File: config.mk
export PLATFORM = sky130hd
export DESIGN_NAME = sync_pulse_flat
export DESIGN_NICKNAME = d
export VERILOG_FILES = /design/src/rtl/sync_pulse_if.sv /design/src/rtl/sync_pulse.sv /design/src/flat_wrapper.sv
export SDC_FILE = /design/constraint.sdc
export NUM_CORES = 1
export LEC_CHECK = 0
export CORE_MARGIN = 5
export CORE_UTILIZATION = 35
export CTS_CLUSTER_DIAMETER = 200
export DETAILED_ROUTE_END_ITERATION = 10
export GPL_TIMING_DRIVEN = 0
export MAX_ROUTING_LAYER = met4
export PLACE_DENSITY = 0.63
export SLEW_MARGIN = 5
export SYNTH_ARGS = -nofsm -noshare
export SYNTH_HDL_FRONTEND = slang
export SYNTH_SLANG_ARGS = --single-unit
export TNS_END_PERCENT = 30
File: constraint.sdc
create_clock -name CLK -period 2.75 [get_ports CLK]
set_clock_uncertainty 0.15 [all_clocks]
set_input_delay 0.6875 -clock CLK [delete_from_list [all_inputs] [get_ports CLK]]
set_output_delay 0.6875 -clock CLK [all_outputs]
set_load 0.01 [all_outputs]
File: src/rtl/sync_pulse_if.sv
// Video timing bundle from sync_pulse to the pixel generator and pin drivers.
// master drives the timing outputs, slave observes them.
interface sync_pulse_if #(
  parameter int CNT_W = 10
);
  logic             H_Sync;
  logic             V_Sync;
  logic             Active_Video;
  logic             Frame_Start;
  logic [CNT_W-1:0] Col_Count;
  logic [CNT_W-1:0] Row_Count;

  modport master (
    output H_Sync, V_Sync, Active_Video, Frame_Start, Col_Count, Row_Count
  );

  modport slave (
    input H_Sync, V_Sync, Active_Video, Frame_Start, Col_Count, Row_Count
  );
endinterface

File: src/rtl/sync_pulse.sv
// VGA timing generator: free-running column/row counters decoded into sync,
// active-video and frame-start flags, all registered in step with the counters.
module sync_pulse #(
  parameter int H_ACTIVE = 640,
  parameter int H_FP     = 16,
  parameter int H_SYNC   = 96,
  parameter int H_BP     = 48,
  parameter int V_ACTIVE = 480,
  parameter int V_FP     = 10,
  parameter int V_SYNC   = 2,
  parameter int V_BP     = 33,
  parameter bit SYNC_POL = 1'b0,
  parameter int CNT_W    = 10
) (
  input  logic        CLK,
  input  logic        RST,
  sync_pulse_if.master vga
);

  localparam int H_TOTAL = H_ACTIVE + H_FP + H_SYNC + H_BP;
  localparam int V_TOTAL = V_ACTIVE + V_FP + V_SYNC + V_BP;

  localparam logic [CNT_W-1:0] H_LAST   = CNT_W'(H_TOTAL - 1);
  localparam logic [CNT_W-1:0] V_LAST   = CNT_W'(V_TOTAL - 1);
  localparam logic [CNT_W-1:0] H_ACT    = CNT_W'(H_ACTIVE);
  localparam logic [CNT_W-1:0] V_ACT    = CNT_W'(V_ACTIVE);
  localparam logic [CNT_W-1:0] HS_START = CNT_W'(H_ACTIVE + H_FP);
  localparam logic [CNT_W-1:0] VS_START = CNT_W'(V_ACTIVE + V_FP);
  // Sync end bounds may equal the total, so they carry one extra bit.
  localparam logic [CNT_W:0]   HS_END   = (CNT_W+1)'(H_ACTIVE + H_FP + H_SYNC);
  localparam logic [CNT_W:0]   VS_END   = (CNT_W+1)'(V_ACTIVE + V_FP + V_SYNC);

  function automatic logic hs_level(input logic [CNT_W-1:0] col);
    return (col >= HS_START && {1'b0, col} < HS_END) ? SYNC_POL : ~SYNC_POL;
  endfunction

  function automatic logic vs_level(input logic [CNT_W-1:0] row);
    return (row >= VS_START && {1'b0, row} < VS_END) ? SYNC_POL : ~SYNC_POL;
  endfunction

  logic [CNT_W-1:0] col_q, col_d;
  logic [CNT_W-1:0] row_q, row_d;
  logic             hs_q, hs_d;
  logic             vs_q, vs_d;
  logic             av_q, av_d;
  logic             fs_q, fs_d;

  // Flags decode the next counter values so they land on the same edge.
  always_comb begin
    col_d = col_q + 1'b1;
    row_d = row_q;
    if (col_q == H_LAST) begin
      col_d = '0;
      row_d = (row_q == V_LAST) ? '0 : row_q + 1'b1;
    end
    hs_d = hs_level(col_d);
    vs_d = vs_level(row_d);
    av_d = (col_d < H_ACT) && (row_d < V_ACT);
    fs_d = (col_d == '0) && (row_d == '0);
  end

  always_ff @(posedge CLK) begin
    if (RST) begin
      col_q <= '0;
      row_q <= '0;
      hs_q  <= hs_level('0);
      vs_q  <= vs_level('0);
      av_q  <= (H_ACTIVE > 0) && (V_ACTIVE > 0);
      fs_q  <= 1'b1;
    end else begin
      col_q <= col_d;
      row_q <= row_d;
      hs_q  <= hs_d;
      vs_q  <= vs_d;
      av_q  <= av_d;
      fs_q  <= fs_d;
    end
  end

  assign vga.Col_Count    = col_q;
  assign vga.Row_Count    = row_q;
  assign vga.H_Sync       = hs_q;
  assign vga.V_Sync       = vs_q;
  assign vga.Active_Video = av_q;
  assign vga.Frame_Start  = fs_q;

endmodule

File: src/flat_wrapper.sv
// flat-port wrapper written by rule: the top's interface ports become plain ports
module sync_pulse_flat 
#(
  parameter int H_ACTIVE = 640,
  parameter int H_FP     = 16,
  parameter int H_SYNC   = 96,
  parameter int H_BP     = 48,
  parameter int V_ACTIVE = 480,
  parameter int V_FP     = 10,
  parameter int V_SYNC   = 2,
  parameter int V_BP     = 33,
  parameter bit SYNC_POL = 1'b0,
  parameter int CNT_W    = 10
)
  (CLK, RST, vga_H_Sync, vga_V_Sync, vga_Active_Video, vga_Frame_Start, vga_Col_Count, vga_Row_Count);
  sync_pulse_if #(.CNT_W(CNT_W)) vga_i ();
  input  logic CLK;
  input  logic RST;
  output wire logic [$bits(vga_i.H_Sync)-1:0] vga_H_Sync;
  output wire logic [$bits(vga_i.V_Sync)-1:0] vga_V_Sync;
  output wire logic [$bits(vga_i.Active_Video)-1:0] vga_Active_Video;
  output wire logic [$bits(vga_i.Frame_Start)-1:0] vga_Frame_Start;
  output wire logic [$bits(vga_i.Col_Count)-1:0] vga_Col_Count;
  output wire logic [$bits(vga_i.Row_Count)-1:0] vga_Row_Count;
  assign vga_H_Sync = vga_i.H_Sync;
  assign vga_V_Sync = vga_i.V_Sync;
  assign vga_Active_Video = vga_i.Active_Video;
  assign vga_Frame_Start = vga_i.Frame_Start;
  assign vga_Col_Count = vga_i.Col_Count;
  assign vga_Row_Count = vga_i.Row_Count;
  sync_pulse #(.H_ACTIVE(H_ACTIVE), .H_FP(H_FP), .H_SYNC(H_SYNC), .H_BP(H_BP), .V_ACTIVE(V_ACTIVE), .V_FP(V_FP), .V_SYNC(V_SYNC), .V_BP(V_BP), .SYNC_POL(SYNC_POL), .CNT_W(CNT_W)) u_core (.CLK(CLK), .RST(RST), .vga(vga_i));
endmodule
==> results.toml <==
[floorplanning]
start_util = 0.367
die_h_um = 75.3
fp.dieArea_um2 = 5660
ioPinCount = 26
die_w_um = 75.3
core_area_um2 = 4060
rows = 23

[detailed_routing]
firstDrtPassIters = 4
drtAntennaViolNets = 0
avgViaCountPerCell = 5.25
drc = 0
drt_wl_total_um = 3520
wl_per_cell_um = 13.5
vias = 1364
drt_iter0_drc = 86

[pwr]
power.total_w = 0.000705
leakagePower_nw = 0.652
ir_drop_mv = 0.164
p_per_area_nw_per_um2 = 375

[synthesis]
synth_area_um2 = 1490
yosys.area_share.simple = 0.337
synth-seq-area-share = 0.322
synth_edf_count = 0
ys.warnings.count = 0
yosysUniqueCellTypes = 46
synth_mux_area_frac = 0.0134
synthAdderAreaFrac = 0.0252
synth-main-ff-cell = "dfxtp_1"
synth_compound_area_frac = 0.149
synth_xor_area_frac = 0.0882
synth.avg_cell_area_um2 = 8.19
synth_fp_nets = 187
synth_seq_cells = 24
synth_async_sr_flop_share = 0
syn_inst = 182
synth_top_family_by_area = "simple AND/OR/NAND/NOR gates"

[clock_tree]
numCtsBuffers = 3
clk_pin_slew_ns = 0.09
cts_hold_buf = 0
insertion_delay_ns = 0.27
clock-root-buffer = "clkbuf_8"
htreeDepth = 1
cts_tree = "done"
clock_path_buffers = 2
numClockSinks = 24

[worst_setup_path]
r2r_cells = 9
rr_endpoint = "u_core.vga.Frame_Start"
timing.rr.start = "u_core.vga.Col_Count[0]"
cp.arrival_ns = 2.59
slowest_stage = "dfxtp_1"
worst-path-buf-inv = 2
critPathKind = "reg2reg"
rrSetupSlack_ns = 0.19
start_kind = "register"
cp_data_required_time_ns = 2.78
crit_family = "compound AO/OA/AOI/OAI gates"
path_max_fanout = 9
end_kind = "register"
max_stage_delay_ns = 0.45
cp_cell_sequence = "ha_2 > and4_1 > buf_2 > and3_1 > buf_4 > o21ai_1 > a21oi_1 > nand4_1 > o41ai_2"

[status]
status = "complete, no violations"

[worst_hold_path]
holdPathStages = 1
min_from = "u_core.vga.Col_Count[0]"
hold_class = "reg2reg"
hold_end = "u_core.vga.Col_Count[0]"

[finish]
num-fill-cells = 413
drive_gt1_frac = 0.138
nets = 216
area_growth_pct = 26.1
diodes = 0

[timing]
rsz0062_at_grt = "no"
setup_viol = 0
finalCritPeriodShare = 0.930
tightest_slew_ns = 0.561
tns_ns = 0
hold_viol = 0
drv_slew = 0
fin_crit_ns = 2.56
relSlewSlack = 0.623
clock.fmax_mhz = 391

[global_routing]
grt_antenna_before_repair = 0
first_global_vias = 1279
grt_pass1_wl_um = 6000
grt_overflow = 0
grt_max_degree = 15
gr-usage-all-layers = 0.140

[job]
cap_viol_max_count = 0

[placed_design]
hpwl_um = 2590
place_congestion = 0.776
portBuffers = 24
-- per-layer routing --
| layer | GRT usage | vias to the layer above | share of wire |
|---|---|---|---|
| li1 | - | 705 | - |
| met1 | 0.200 | 632 | 0.52 |
| met2 | 0.201 | 22 | 0.43 |
| met3 | 0.0200 | 5 | 0.032 |
| met4 | 0.0485 | 0 | 0.012 |
| met5 | - | - | 0 |
-- synth_stat cells, types with 3 or more instances --
library cell	instances	area share
xor2_1	7	0.041
o211ai_1	3	0.015
buf_4	3	0.015
o21ai_0	3	0.010
xnor2_1	8	0.047
o21ai_1	4	0.013
nor3_1	9	0.030
and3_1	4	0.017
nor3b_1	3	0.015
a21oi_1	7	0.024
inv_1	3	0.0076
nand3_1	11	0.037
nor2_1	23	0.058
buf_2	5	0.017
nand4_1	7	0.029
dfxtp_1	24	0.32
ha_1	3	0.025
a211oi_1	4	0.020
clkbuf_1	4	0.010
nand2_1	15	0.038
-- state kept, by name (all words and copies together), names as in the netlist --
signal                   count
u_core.vga.Active_Video      1
u_core.vga.Col_Count        10
u_core.vga.Frame_Start       1
u_core.vga.H_Sync            1
u_core.vga.Row_Count        10
u_core.vga.V_Sync            1
-- through the flow --
stage	utilization	std cells	setup slack (ns)	hold slack (ns)	area, um2
floorplan	-	182	0.448	0.426	1490
global placement	0.442	256	0.171	0.406	1790
detailed placement	0.442	256	0.195	0.413	1790
CTS	0.459	260	0.164	0.429	1860
global route	0.463	260	0.0412	0.475	1880
finish	0.463	260	0.193	0.433	1880
-- cells by family after synthesis --
family          count (synthesis)
fa+ha+maj                       3
simple gates                   89
buf+inv                        17
compound gates                 32
flops                          24
xor+xnor                       15
mux                             2
-- how the worst max path moves through the flow --
stage,slack [ns],startpoint,end,depth (start not counted)
floorplan,0.45,u_core.vga.Col_Count[0],u_core.vga.Frame_Start,9
global placement,0.17,u_core.vga.Col_Count[0],u_core.vga.V_Sync,9
detailed placement,0.20,u_core.vga.Col_Count[0],u_core.vga.Active_Video,9
CTS,0.16,u_core.vga.Col_Count[0],u_core.vga.Active_Video,9
global route,0.04,u_core.vga.Col_Count[0],u_core.vga.Frame_Start,9
finish,0.19,u_core.vga.Col_Count[0],u_core.vga.Frame_Start,9
-- layout make-up --
type / count / area (um2) / share of cell area
multi-input cells: 141 / 928 / 0.494
flip-flops and latches: 24 / 480 / 0.256
repair buffers: 24 / 240 / 0.128
plain buffers: 14 / 85.1 / 0.0453
well taps: 50 / 62.6 / 0.0333
clock buffers: 3 / 41.3 / 0.0220
clock inverters: 1 / 30.0 / 0.0160
inverters: 3 / 11.3 / 0.00599
-- placed cells by master (no fill, tap or decap), types with 4 or more instances in the layout --
cell	netlist	final
clkdlybuf4s50_1	0	24
dfxtp_1	24	24
nor2_1	23	23
nand2_1	15	15
nand3_1	11	11
nor3_1	9	9
xnor2_1	8	8
xor2_1	7	7
nand4_1	7	7
a21oi_1	7	7
buf_2	5	5
clkbuf_1	4	4
and3_1	4	4
a211oi_1	4	4
o21ai_1	4	4
-- report_power, final --
group / total (W) / switching [W] / internal [W]
combinational: 0.0000302 / 0.0000159 / 0.0000143
sequential: 0.000357 / 0.00000513 / 0.000352
clock: 0.000318 / 0.000123 / 0.000195
total: 0.000705 / 0.000144 / 0.000561
-- worst reg2reg max path, stage by stage, from the launching register on --
cell	delay [ns]
dfxtp_1	0.45
ha_2	0.29
and4_1	0.19
buf_2	0.22
and3_1	0.18
buf_4	0.14
o21ai_1	0.07
a21oi_1	0.32
nand4_1	0.16
o41ai_2	0.30
-- timing repair --
item	4_1_cts	5_1_grt
setup buffers	0	0
resized for setup	0	3
setup endpoints to repair	0	3
Power figures use the tool's default switching activity.
